### src/rtl/axi_rd_bridge_mo.sv
// Read-path bridge: arbitrates the inst and data SRAM-like ports onto one AXI3 AR
// channel, tracks outstanding reads per port and routes R beats back by RID.
module axi_rd_bridge_mo #(
  parameter int unsigned MAX_OUT = 4,
  parameter logic [3:0]  INST_ID = 4'd0,
  parameter logic [3:0]  DATA_ID = 4'd1
) (
  input  logic        clk,
  input  logic        resetn,
  input  logic        inst_sram_req,
  input  logic        inst_sram_wr,
  input  logic [1:0]  inst_sram_size,
  input  logic [31:0] inst_sram_addr,
  output logic        inst_sram_addr_ok,
  output logic        inst_sram_data_ok,
  output logic [31:0] inst_sram_rdata,
  input  logic        data_sram_req,
  input  logic        data_sram_wr,
  input  logic [1:0]  data_sram_size,
  input  logic [31:0] data_sram_addr,
  output logic        data_sram_addr_ok,
  output logic        data_sram_data_ok,
  output logic [31:0] data_sram_rdata,
  output logic [3:0]  arid,
  output logic [31:0] araddr,
  output logic [7:0]  arlen,
  output logic [2:0]  arsize,
  output logic [1:0]  arburst,
  output logic [1:0]  arlock,
  output logic [3:0]  arcache,
  output logic [2:0]  arprot,
  output logic        arvalid,
  input  logic        arready,
  input  logic [3:0]  rid,
  input  logic [31:0] rdata,
  input  logic [1:0]  rresp,
  input  logic        rlast,
  input  logic        rvalid,
  output logic        rready,
  output logic [7:0]  rd_outstanding
);

  localparam int unsigned CW = 4;
  localparam int unsigned AW = 32;
  localparam int unsigned DW = 32;

  logic          arvalid_q, arvalid_d;
  logic [3:0]    arid_q, arid_d;
  logic [AW-1:0] araddr_q, araddr_d;
  logic [2:0]    arsize_q, arsize_d;
  logic [CW-1:0] inst_cnt_q, inst_cnt_d;
  logic [CW-1:0] data_cnt_q, data_cnt_d;
  logic          inst_ok_q, data_ok_q;
  logic [DW-1:0] inst_rdata_q, inst_rdata_d;
  logic [DW-1:0] data_rdata_q, data_rdata_d;
  logic          rready_q;

  logic slot_free_c, data_elig_c, inst_elig_c, grant_d_c, grant_i_c;
  logic inst_hit_c, data_hit_c;
  logic unused_c;

  // Arbitration: data wins over inst; AR slot may refill on the handshake cycle.
  always_comb begin
    slot_free_c = ~arvalid_q | arready;
    data_elig_c = data_sram_req & ~data_sram_wr & (data_cnt_q < CW'(MAX_OUT));
    inst_elig_c = inst_sram_req & (inst_cnt_q < CW'(MAX_OUT));
    grant_d_c   = slot_free_c & data_elig_c;
    grant_i_c   = slot_free_c & inst_elig_c & ~data_elig_c;
  end

  // Beats for unknown IDs or idle ports are consumed and dropped.
  always_comb begin
    data_hit_c = rvalid & rready_q & (rid == DATA_ID) & (data_cnt_q != '0);
    inst_hit_c = rvalid & rready_q & (rid == INST_ID) & (rid != DATA_ID) & (inst_cnt_q != '0);
  end

  always_comb begin
    arvalid_d    = arvalid_q;
    arid_d       = arid_q;
    araddr_d     = araddr_q;
    arsize_d     = arsize_q;
    inst_rdata_d = inst_rdata_q;
    data_rdata_d = data_rdata_q;
    if (grant_d_c) begin
      arvalid_d = 1'b1;
      arid_d    = DATA_ID;
      araddr_d  = data_sram_addr;
      arsize_d  = {1'b0, data_sram_size};
    end else if (grant_i_c) begin
      arvalid_d = 1'b1;
      arid_d    = INST_ID;
      araddr_d  = inst_sram_addr;
      arsize_d  = {1'b0, inst_sram_size};
    end else if (arvalid_q && arready) begin
      arvalid_d = 1'b0;
    end
    inst_cnt_d = inst_cnt_q + CW'(grant_i_c) - CW'(inst_hit_c);
    data_cnt_d = data_cnt_q + CW'(grant_d_c) - CW'(data_hit_c);
    if (inst_hit_c) inst_rdata_d = rdata;
    if (data_hit_c) data_rdata_d = rdata;
  end

  always_ff @(posedge clk) begin
    if (!resetn) begin
      arvalid_q    <= 1'b0;
      arid_q       <= '0;
      araddr_q     <= '0;
      arsize_q     <= '0;
      inst_cnt_q   <= '0;
      data_cnt_q   <= '0;
      inst_ok_q    <= 1'b0;
      data_ok_q    <= 1'b0;
      inst_rdata_q <= '0;
      data_rdata_q <= '0;
      rready_q     <= 1'b0;
    end else begin
      arvalid_q    <= arvalid_d;
      arid_q       <= arid_d;
      araddr_q     <= araddr_d;
      arsize_q     <= arsize_d;
      inst_cnt_q   <= inst_cnt_d;
      data_cnt_q   <= data_cnt_d;
      inst_ok_q    <= inst_hit_c;
      data_ok_q    <= data_hit_c;
      inst_rdata_q <= inst_rdata_d;
      data_rdata_q <= data_rdata_d;
      rready_q     <= 1'b1;
    end
  end

  assign inst_sram_addr_ok = grant_i_c;
  assign data_sram_addr_ok = grant_d_c;
  assign inst_sram_data_ok = inst_ok_q;
  assign data_sram_data_ok = data_ok_q;
  assign inst_sram_rdata   = inst_rdata_q;
  assign data_sram_rdata   = data_rdata_q;
  assign arvalid           = arvalid_q;
  assign arid              = arid_q;
  assign araddr            = araddr_q;
  assign arsize            = arsize_q;
  assign arlen             = 8'd0;
  assign arburst           = 2'b01;
  assign arlock            = 2'b00;
  assign arcache           = 4'd0;
  assign arprot            = 3'd0;
  assign rready            = rready_q;
  assign rd_outstanding    = {data_cnt_q, inst_cnt_q};

  // Inst port is read-only; response status and burst end carry no information here.
  assign unused_c = ^{inst_sram_wr, rresp, rlast};

endmodule
### config.mk
export PLATFORM = sky130hd
export DESIGN_NAME = axi_rd_bridge_mo
export DESIGN_NICKNAME = d
export VERILOG_FILES = /design/src/rtl/axi_rd_bridge_mo.sv
export SDC_FILE = /design/constraint.sdc
export NUM_CORES = 1
export LEC_CHECK = 0
export CAP_MARGIN = 5
export CORE_MARGIN = 4
export CORE_UTILIZATION = 30
export CTS_CLUSTER_SIZE = 16
export DETAILED_ROUTE_END_ITERATION = 16
export GPL_TIMING_DRIVEN = 0
export PLACE_DENSITY_LB_ADDON = 0.05
export SLEW_MARGIN = 20
export SYNTH_ARGS = -nofsm -noshare
export SYNTH_HDL_FRONTEND = slang
export SYNTH_SLANG_ARGS = --single-unit
### constraint.sdc
create_clock -name clk -period 5.02 [get_ports clk]
set_input_delay 1.506 -clock clk [delete_from_list [all_inputs] [get_ports clk]]
set_output_delay 1.506 -clock clk [all_outputs]
set_load 0.01 [all_outputs]
* Yosys cells after proc, flatten, opt, wreduce, memory -nomap -nowiden *
Cells that the tools add are included.
Widths: inputs -> output; s select.

word-level totals
  register bits after elaboration = 111
  bits in latches = 0
  RAM bits = 0
  ROM bits = 0
  input port bits = 115
  output and inout bits = 136
  word-level logic and storage cells = 51
  memories kept = 0

cells by class
  $add $sub $neg = 4
  $mul = 0
  divide/modulo/power cells = 0
  magnitude comparators = 2
  eq/ne operators = 2
  shifts and indexed selects = 0
  multiplexer cells = 10
  bitwise gates (word level) = 16
  reductions and logical operators = 6

operators with widths
  operator            number
  $mux 32             2
  $and 1x1->1         12
  $add 4x1->4         2
  $lt 4x3->1 const B  2
  $reduce_bool 4->1   2
  $sub 4x1->4         2
  $mux 1              6
  $eq 4x1->1 const B  1
  $logic_not 4->1     1
  $mux 2              2
  $ne 4x1->1 const B  1
  $not 1->1           3
  $reduce_bool 3->1   1
  $reduce_bool 2->1   1
  $logic_and 1x1->1   1
  $or 1x1->1          1

* Depth between registers and ports, before layout *
Gate-level depths: netlist of the first run.

  depth in word-level cells = 7
  gate-level depth with buffers = 13
  mapped depth without buffers = 11

* Worst setup path after synthesis of the first run *
Ideal clock, no wire load.

  path type = input to output
  from = in data_sram_wr
  to = out data_sram_addr_ok
  arrival time = 2.507 ns
  data required time = 3.514 ns
  path slack = 1.007 ns
  cell stages on the path = 5
  cells stage by stage = and3b_1 > clkbuf_1 > nand2_1 > clkinv_1 > buf_1

between the ends
  longest elaborated chain between the ends = 4

RTL lines
  what                       RTL line  text
  start, declared            18        input logic data_sram_wr,
  $not 1->1                  65        data_elig_c = data_sram_req & ~data_sram_wr & (data_cnt_q < CW'(MAX_OUT));
  $and 1x1->1 (2 in series)  65
  $and 1x1->1                67        grant_d_c = slot_free_c & data_elig_c;
  end, declared              21        output logic data_sram_addr_ok,

No other way between the ends.

* Worst setup path in the final report of the first run *
  from = in inst_sram_req
  to = out inst_sram_addr_ok

between the ends
  longest elaborated chain between the ends = 3

RTL lines
  what                       RTL line  text
  start, declared            10        input logic inst_sram_req,
  $and 1x1->1                66        inst_elig_c = inst_sram_req & (inst_cnt_q < CW'(MAX_OUT));
  $and 1x1->1 (2 in series)  68        grant_i_c = slot_free_c & inst_elig_c & ~data_elig_c;
  end, declared              14        output logic inst_sram_addr_ok,

No other way between the ends.

==> key figures, run 1 <==
STA
  – Tcrit/Tclk final: 0.973
  – Worst hold slack: 0.459 ns
  – Pins Over Slew Limit: 0
  – Measured slew at the worst slew-check pin: 0.769 ns
  – RSZ-0062 raised after global routing: no
  – Max-slew headroom: 0.487
  – Final setup vio count: 0
  – Fmax: 0.205 GHz
  – Tmin final: 4.89 ns
  – Hold Fails Final Rpt: 0
  – Clock Skew: 0.00612 ns

Setup path
  – CP Cell Sequence: clkdlybuf4s50_1, nand2_1, clkbuf_1, clkbuf_2, nor3_2, clkdlybuf4s50_1
  – CP Max Fanout: 10
  – CP startpoint: inst_sram_req
  – Worst path bufs/invs: 4
  – CP top delay family: buffers and inverters
  – Most used cell, CP: clkdlybuf4s50_1
  – Startpoint Class: input pin
  – Worst r2r src: inst_cnt_q[2]
  – R2R Setup Slk: 2.21 ns
  – Register-to-Register Path Depth: 9
  – Worst EP required: 3.51 ns
  – Worst setup EP type: primary output
  – CP arrival: 3.38 ns
  – Setup CP Type: in -> out
  – Crit path max-delay cell type: clkdlybuf4s50_1
  – Reg2reg end: inst_cnt_q[1]
  – CP peak stage delay: 0.61 ns

Min path
  – Hold path depth: 2
  – Hold crit path type: reg -> reg
  – Hold_sp: data_sram_rdata[25]
  – End of the worst hold path: data_sram_rdata[25]

Yosys
  – Yosys reg bits: 111
  – Adder-cell area share of the yosys netlist: 0.0330
  – Synth top cells by count: dfxtp_1, nand2_1, mux2i_1
  – XOR/XNOR Fraction of Synth Area: 0.00349
  – Most common cell in the netlist: dfxtp_1
  – Cell taking the most area after synthesis: dfxtp_1
  – Largest family of logic cells by synthesized area: simple AND/OR/NAND/NOR gates
  – Post-Syn Instances: 546
  – Post-Synth Simple-Gate Area: 0.143
  – Seq/Total Area, Yosys: 0.443
  – Synth top area share: 0.443
  – Netlist Area Pre-Place: 5010 sq um
  – Synth cell types: 31
  – Top cells by area, synth: dfxtp_1, mux2i_1, nand2_1, o221ai_1, o211ai_1
  – Warnings, synthesis: 0
  – Avg Cell Area, Syn: 9.18 sq um
  – Async S/R FF share, synth: 0
  – EDFF count, synth: 0
  – Synth Flop Type: dfxtp_1
  – Post-synthesis compound-gate area fraction: 0.124
  – Post-synthesis mux area share: 0.132

Final layout
  – ANT cells: 0
  – Fin util: 0.491
  – Final net count: 925
  – Layout cells sized above 1: 0.0660
  – Final Non-Filler Cells: 1019
  – Fillers: 1549
  – Post-route cell area: 7910 sq um
  – Synthesis-to-finish area growth: 57.7%

Die
  – Total Die Area: 18800 sq um
  – Die W: 137 um
  – Rows: 46
  – DIE HEIGHT: 137 um
  – Top-level port count: 251
  – Initial Util: 0.311
  – Placeable core area: 16100 sq um

Clocking
  – Post-CTS Hold Buffers: 0
  – Maximum root-to-sink buffer count: 2
  – Clock Latency Late Sink: 0.35 ns
  – CTS Buf Count: 9
  – CTS tree: done
  – Root buffer cell: clkbuf_16
  – CTS sink cnt: 111
  – Clock-pin slew on the worst setup and hold paths: 0.08 ns
  – H-tree depth: 3

Placement
  – GPL Wtd Cong: 0.789
  – Cells after DPL: 1006
  – DP Area: 7590 sq um
  – IO buf count: 223
  – DP HPWL: 13.1 mm

Global routing
  – Global-route wire length before repair: 26.2 mm
  – Vias in the first global route: 4871
  – Grt ovf: 0
  – Pin count of the biggest net entering global routing: 19
  – Antenna violations before repair: 0
  – Global-route total usage across every layer: 0.178

Power and ir drop
  – Maximum vdd drop: 0.183 mV
  – Overall power: 2.51 mW
  – Cell area power density: 317 nW/um^2
  – Static leakage: 3.19 nW

Detailed routing
  – Via count: 4806
  – Drt drc: 0
  – 1st-pass router iterations: 4
  – Post-Route WL: 17.0 mm
  – Vias per Instance: 4.72
  – Average routed wire per standard cell: 16.7 um
  – DRT iter0 DRCs: 210
  – Post-route ant nets: 0

Flow run
  – Max-Cap Viols: 0

Outcome
  – Status: finished, final reports clean
cell families after synthesis:
family          Yosys count
fa+ha+maj                12
mux                      66
other cells               2
simple gates            154
flops                   111
compound gates           76
buf+inv                 123
xor+xnor                  2
flip-flops by register name (all words and copies together) (netlist names):
register and flops:
rready 1, data_sram_data_ok 1, arsize 2, data_cnt_q 4
arid 1, arvalid 1, inst_sram_rdata 32, inst_sram_data_ok 1
data_sram_rdata 32, araddr 32, inst_cnt_q 4
where the power goes:
part           switching (mW)  total [mW]  leakage (nW)  internal (mW)
clock network           0.338       0.754         0.145          0.416
logic                   0.365       0.734          2.14          0.369
registers              0.0530        1.02         0.902          0.969
cell usage in the layout (no fill, tap or decap), drive strengths merged, types with 4 or more instances in the layout:
master           n
inv             50
clkbuf          51
nand2          100
and2             5
mux2i           66
nor2             4
o211ai          34
nand4           34
clkdlybuf4s50  223
dfxtp          111
buf             30
ha              10
conb            23
o221ai          34
stage by stage:
stage	TNS, ns	worst slack (ns)
2_1_floorplan	0	1.01
3_3_place_gp	-0.717	-0.518
3_5_place_dp	-0.746	-0.534
4_1_cts	0	0.0190
5_1_grt	0	0.00435
6_report	0	0.135
layout make-up:
type / count / area, sq um / area share
multi-input cells: 333 / 2270 / 0.288
repair buffers: 223 / 2230 / 0.282
clock inverters: 4 / 53.8 / 0.00680
inverters: 51 / 193 / 0.0244
plain buffers: 69 / 404 / 0.0511
well taps: 216 / 270 / 0.0342
flip-flops and latches: 111 / 2220 / 0.281
clock buffers: 12 / 256 / 0.0324
repair_timing:
item / in CTS / in global routing
buffers inserted: 0 / 0
endpoints found under the setup margin: 2 / 2
pin swaps: 0 / 0
hold endpoints to repair: 0 / 0
gates resized for setup: 4 / 5
worst reg2reg max path: cells and delay by family (launching register included):
kind                     cells  cell delay (ns)
AO/OA/AOI/OAI                1             0.72
adder cells (fa/ha/maj)      4             1.09
buffers and inverters        3             0.38
flip-flops                   1             0.35
AND/OR/NAND/NOR              1             0.16
worst max-delay path by stage:
stage                                    to  slack, ns  cells past startpoint
after floorplan           data_sram_addr_ok       1.01                      5
after global placement    data_sram_addr_ok      -0.52                      7
after detailed placement  data_sram_addr_ok      -0.53                      7
after CTS                 inst_sram_addr_ok       0.02                      6
after global routing      inst_sram_addr_ok      0.004                      6
final                     inst_sram_addr_ok       0.13                      6
metal layers:
| layer | GRT usage | routed length, um | vias up |
|---|---|---|---|
| met5 | 0 | 0 | - |
| met4 | 0.0649 | 382 | 0 |
| met3 | 0.0471 | 1220 | 24 |
| met2 | 0.277 | 7940 | 161 |
| met1 | 0.236 | 7460 | 2262 |
| li1 | - | - | 2359 |
Note: power is estimated with default switching activity, not from simulation.
==> run 2, diff against run 1 <==
--- a/config.mk
+++ b/config.mk
@@ -11,7 +11,7 @@
 export CTS_CLUSTER_SIZE = 16
 export DETAILED_ROUTE_END_ITERATION = 16
 export GPL_TIMING_DRIVEN = 0
-export PLACE_DENSITY_LB_ADDON = 0.05
+export PLACE_DENSITY = 0.69
 export SLEW_MARGIN = 20
 export SYNTH_ARGS = -nofsm -noshare
 export SYNTH_HDL_FRONTEND = slang
==> key figures, run 2 (synthesized netlist as in run 1, its figures left out) <==
Clocking
  – Post-CTS Hold Buffers: 0 (unchanged)
  – CTS tree: done (unchanged)
  – Root buffer cell: clkbuf_16 (unchanged)
  – H-tree depth: 3 (unchanged)
  – CTS Buf Count: 9 (unchanged)
  – CTS sink cnt: 111 (unchanged)
  – Clock Latency Late Sink: 0.35 ns (about the same)
  – Maximum root-to-sink buffer count: 2 (unchanged)
  – Clock-pin slew on the worst setup and hold paths: 0.08 ns (about the same)

Power and ir drop
  – Clock power frac: 0.303 (was 0.300)
  – Seq pwr share: 0.406 (was 0.407)
  – Pint: 1.73 mW (was 1.75 mW)
  – Static leakage: 3.22 nW (was 3.19 nW)
  – Net Switching: 0.773 mW (was 0.756 mW)
  – Logic pwr share: 0.291 (was 0.292)
  – Maximum vdd drop: 0.178 mV (was 0.183 mV)
  – Cell area power density: 317 nW/um^2 (about the same)
  – Sw Share: 0.308 (was 0.301)

Die
  – Total Die Area: 18800 sq um (unchanged)
  – Rows: 46 (unchanged)
  – Placeable core area: 16100 sq um (unchanged)
  – Initial Util: 0.311 (unchanged)
  – Die W: 137 um (unchanged)
  – DIE HEIGHT: 137 um (unchanged)
  – Top-level port count: 251 (unchanged)

STA
  – Fmax: 0.201 GHz (was 0.205 GHz)
  – Worst setup slack after layout: 0.0526 ns (was 0.135 ns)
  – RSZ-0062 raised after global routing: no (unchanged)
  – Final setup vio count: 0 (unchanged)
  – Worst hold slack: 0.459 ns (about the same)
  – Measured slew at the worst slew-check pin: 0.847 ns (was 0.769 ns)
  – Tmin final: 4.97 ns (was 4.89 ns)
  – Pins Over Slew Limit: 0 (unchanged)
  – Tcrit/Tclk final: 0.990 (was 0.973)
  – Max-slew headroom: 0.435 (was 0.487)
  – Hold Fails Final Rpt: 0 (unchanged)
  – Clock Skew: 0.0104 ns (was 0.00612 ns)

Global routing
  – Vias in the first global route: 4607 (was 4871)
  – Global-route wire length before repair: 25.1 mm (was 26.2 mm)
  – Global-route total usage across every layer: 0.171 (was 0.178)
  – Grt ovf: 0 (unchanged)
  – Pin count of the biggest net entering global routing: 21 (was 19)
  – Antenna violations before repair: 0 (unchanged)

Placement
  – IO buf count: 223 (unchanged)
  – Cells after DPL: 1006 (unchanged)
  – GPL Wtd Cong: 0.801 (was 0.789)
  – DP Area: 7590 sq um (unchanged)
  – Post-placement setup slack: -0.507 ns (was -0.534 ns)
  – DP HPWL: 13.0 mm (was 13.1 mm)

Final layout
  – Most common cell after layout, fill and taps aside: clkdlybuf4s50_1 (unchanged)
  – Final Non-Filler Cells: 1019 (unchanged)
  – Layout cells sized above 1: 0.0660 (unchanged)
  – Fin util: 0.491 (about the same)
  – Final net count: 925 (unchanged)
  – ANT cells: 0 (unchanged)
  – Synthesis-to-finish area growth: 57.8% (was 57.7%)
  – Fillers: 1574 (was 1549)
  – Post-route cell area: 7910 sq um (about the same)
  – Multi-input gate area: 2270 sq um (about the same)
  – Sequential cell area: 2220 sq um (unchanged)
  – Most frequent cells in the layout: clkdlybuf4s50_1, dfxtp_1, nand2_1 (unchanged)

Detailed routing
  – DRT iter0 DRCs: 233 (was 210)
  – Via count: 4797 (was 4806)
  – Drt drc: 0 (unchanged)
  – Vias per Instance: 4.71 (was 4.72)
  – Average routed wire per standard cell: 16.5 um (was 16.7 um)
  – Post-route ant nets: 0 (unchanged)
  – Post-Route WL: 16.8 mm (was 17.0 mm)
  – 1st-pass router iterations: 5 (was 4)

Setup path
  – CP arrival: 3.46 ns (was 3.38 ns)
  – Setup CP Type: in -> out (unchanged)
  – Worst setup EP type: primary output (unchanged)
  – Worst EP required: 3.51 ns (about the same)
  – Startpoint Class: input pin (unchanged)
  – CP Max Fanout: 18 (was 10)

Min path
  – Hold crit path type: reg -> reg (unchanged)

Flow run
  – Max-Cap Viols: 0 (unchanged)

Outcome
  – Status: finished, final reports clean (unchanged)
## run 2: critical path: stages
cell	delay, ns
clkdlybuf4s50_1	0.49
and3b_1	0.43
nand2_1	0.16
clkinv_2	0.25
clkdlybuf4s50_1	0.62
## run 2: metrics by stage
stage / power [mW] / setup TNS (ns)
floorplan: 1.39 / 0
global placement: 1.77 / -0.736
detailed placement: 1.77 / -0.724
CTS: 2.54 / 0
global route: 2.64 / 0
finish: 2.51 / 0
## run 2: area by class of cell
class,instances,share of cell area
Multi-Input combinational cell,333,0.287
Timing Repair Buffer,223,0.283
Tap cell,216,0.0342
Inverter,51,0.0244
Clock buffer,9,0.0285
Clock inverter,7,0.0112
Buffer,69,0.0508
Sequential cell,111,0.281
## run 2: power by group through the flow
| stage | logic (mW) | clock network [mW] | registers [mW] |
|---|---|---|---|
| after detailed placement | 0.736 | 0 | 1.04 |
| after floorplan | 0.312 | 0 | 1.07 |
| after CTS | 0.740 | 0.785 | 1.02 |
| final | 0.730 | 0.760 | 1.02 |
| after global placement | 0.733 | 0 | 1.04 |
| after global routing | 0.800 | 0.817 | 1.03 |
## run 2: worst paths after layout
kind / start / to / slack, ns / depth (start not counted)
max reg2reg: inst_cnt_q[2] / inst_cnt_q[1] / 2.19 / 9
min: inst_sram_rdata[0] / inst_sram_rdata[0] / 0.46 / 2
min reg2reg: inst_sram_rdata[0] / inst_sram_rdata[0] / 0.46 / 2
max: data_sram_req / data_sram_addr_ok / 0.05 / 5
## run 2: what timing repair did
item / CTS / global route
setup endpoints to repair: 2 / 2
setup buffers: 0 / 0
resized for setup: 4 / 4
cloned: 0 / 0
## run 2: metal layers
layer / track usage / up-vias / share of wire / wire, um
met2: 0.276 / 177 / 0.49 / 8160
met3: 0.0292 / 29 / 0.060 / 1000
met4: 0.0687 / 0 / 0.029 / 482
met5: 0 / - / 0 / 0
met1: 0.228 / 2230 / 0.43 / 7160
li1: - / 2361 / - / -
==> run 3, diff against run 2 <==
--- a/config.mk
+++ b/config.mk
@@ -5,7 +5,7 @@
 export SDC_FILE = /design/constraint.sdc
 export NUM_CORES = 1
 export LEC_CHECK = 0
-export CAP_MARGIN = 5
+export CAP_MARGIN = 40
 export CORE_MARGIN = 4
 export CORE_UTILIZATION = 30
 export CTS_CLUSTER_SIZE = 16
==> results of run 3 <==
Final layout, timing and power as in run 2 (identical DEF).
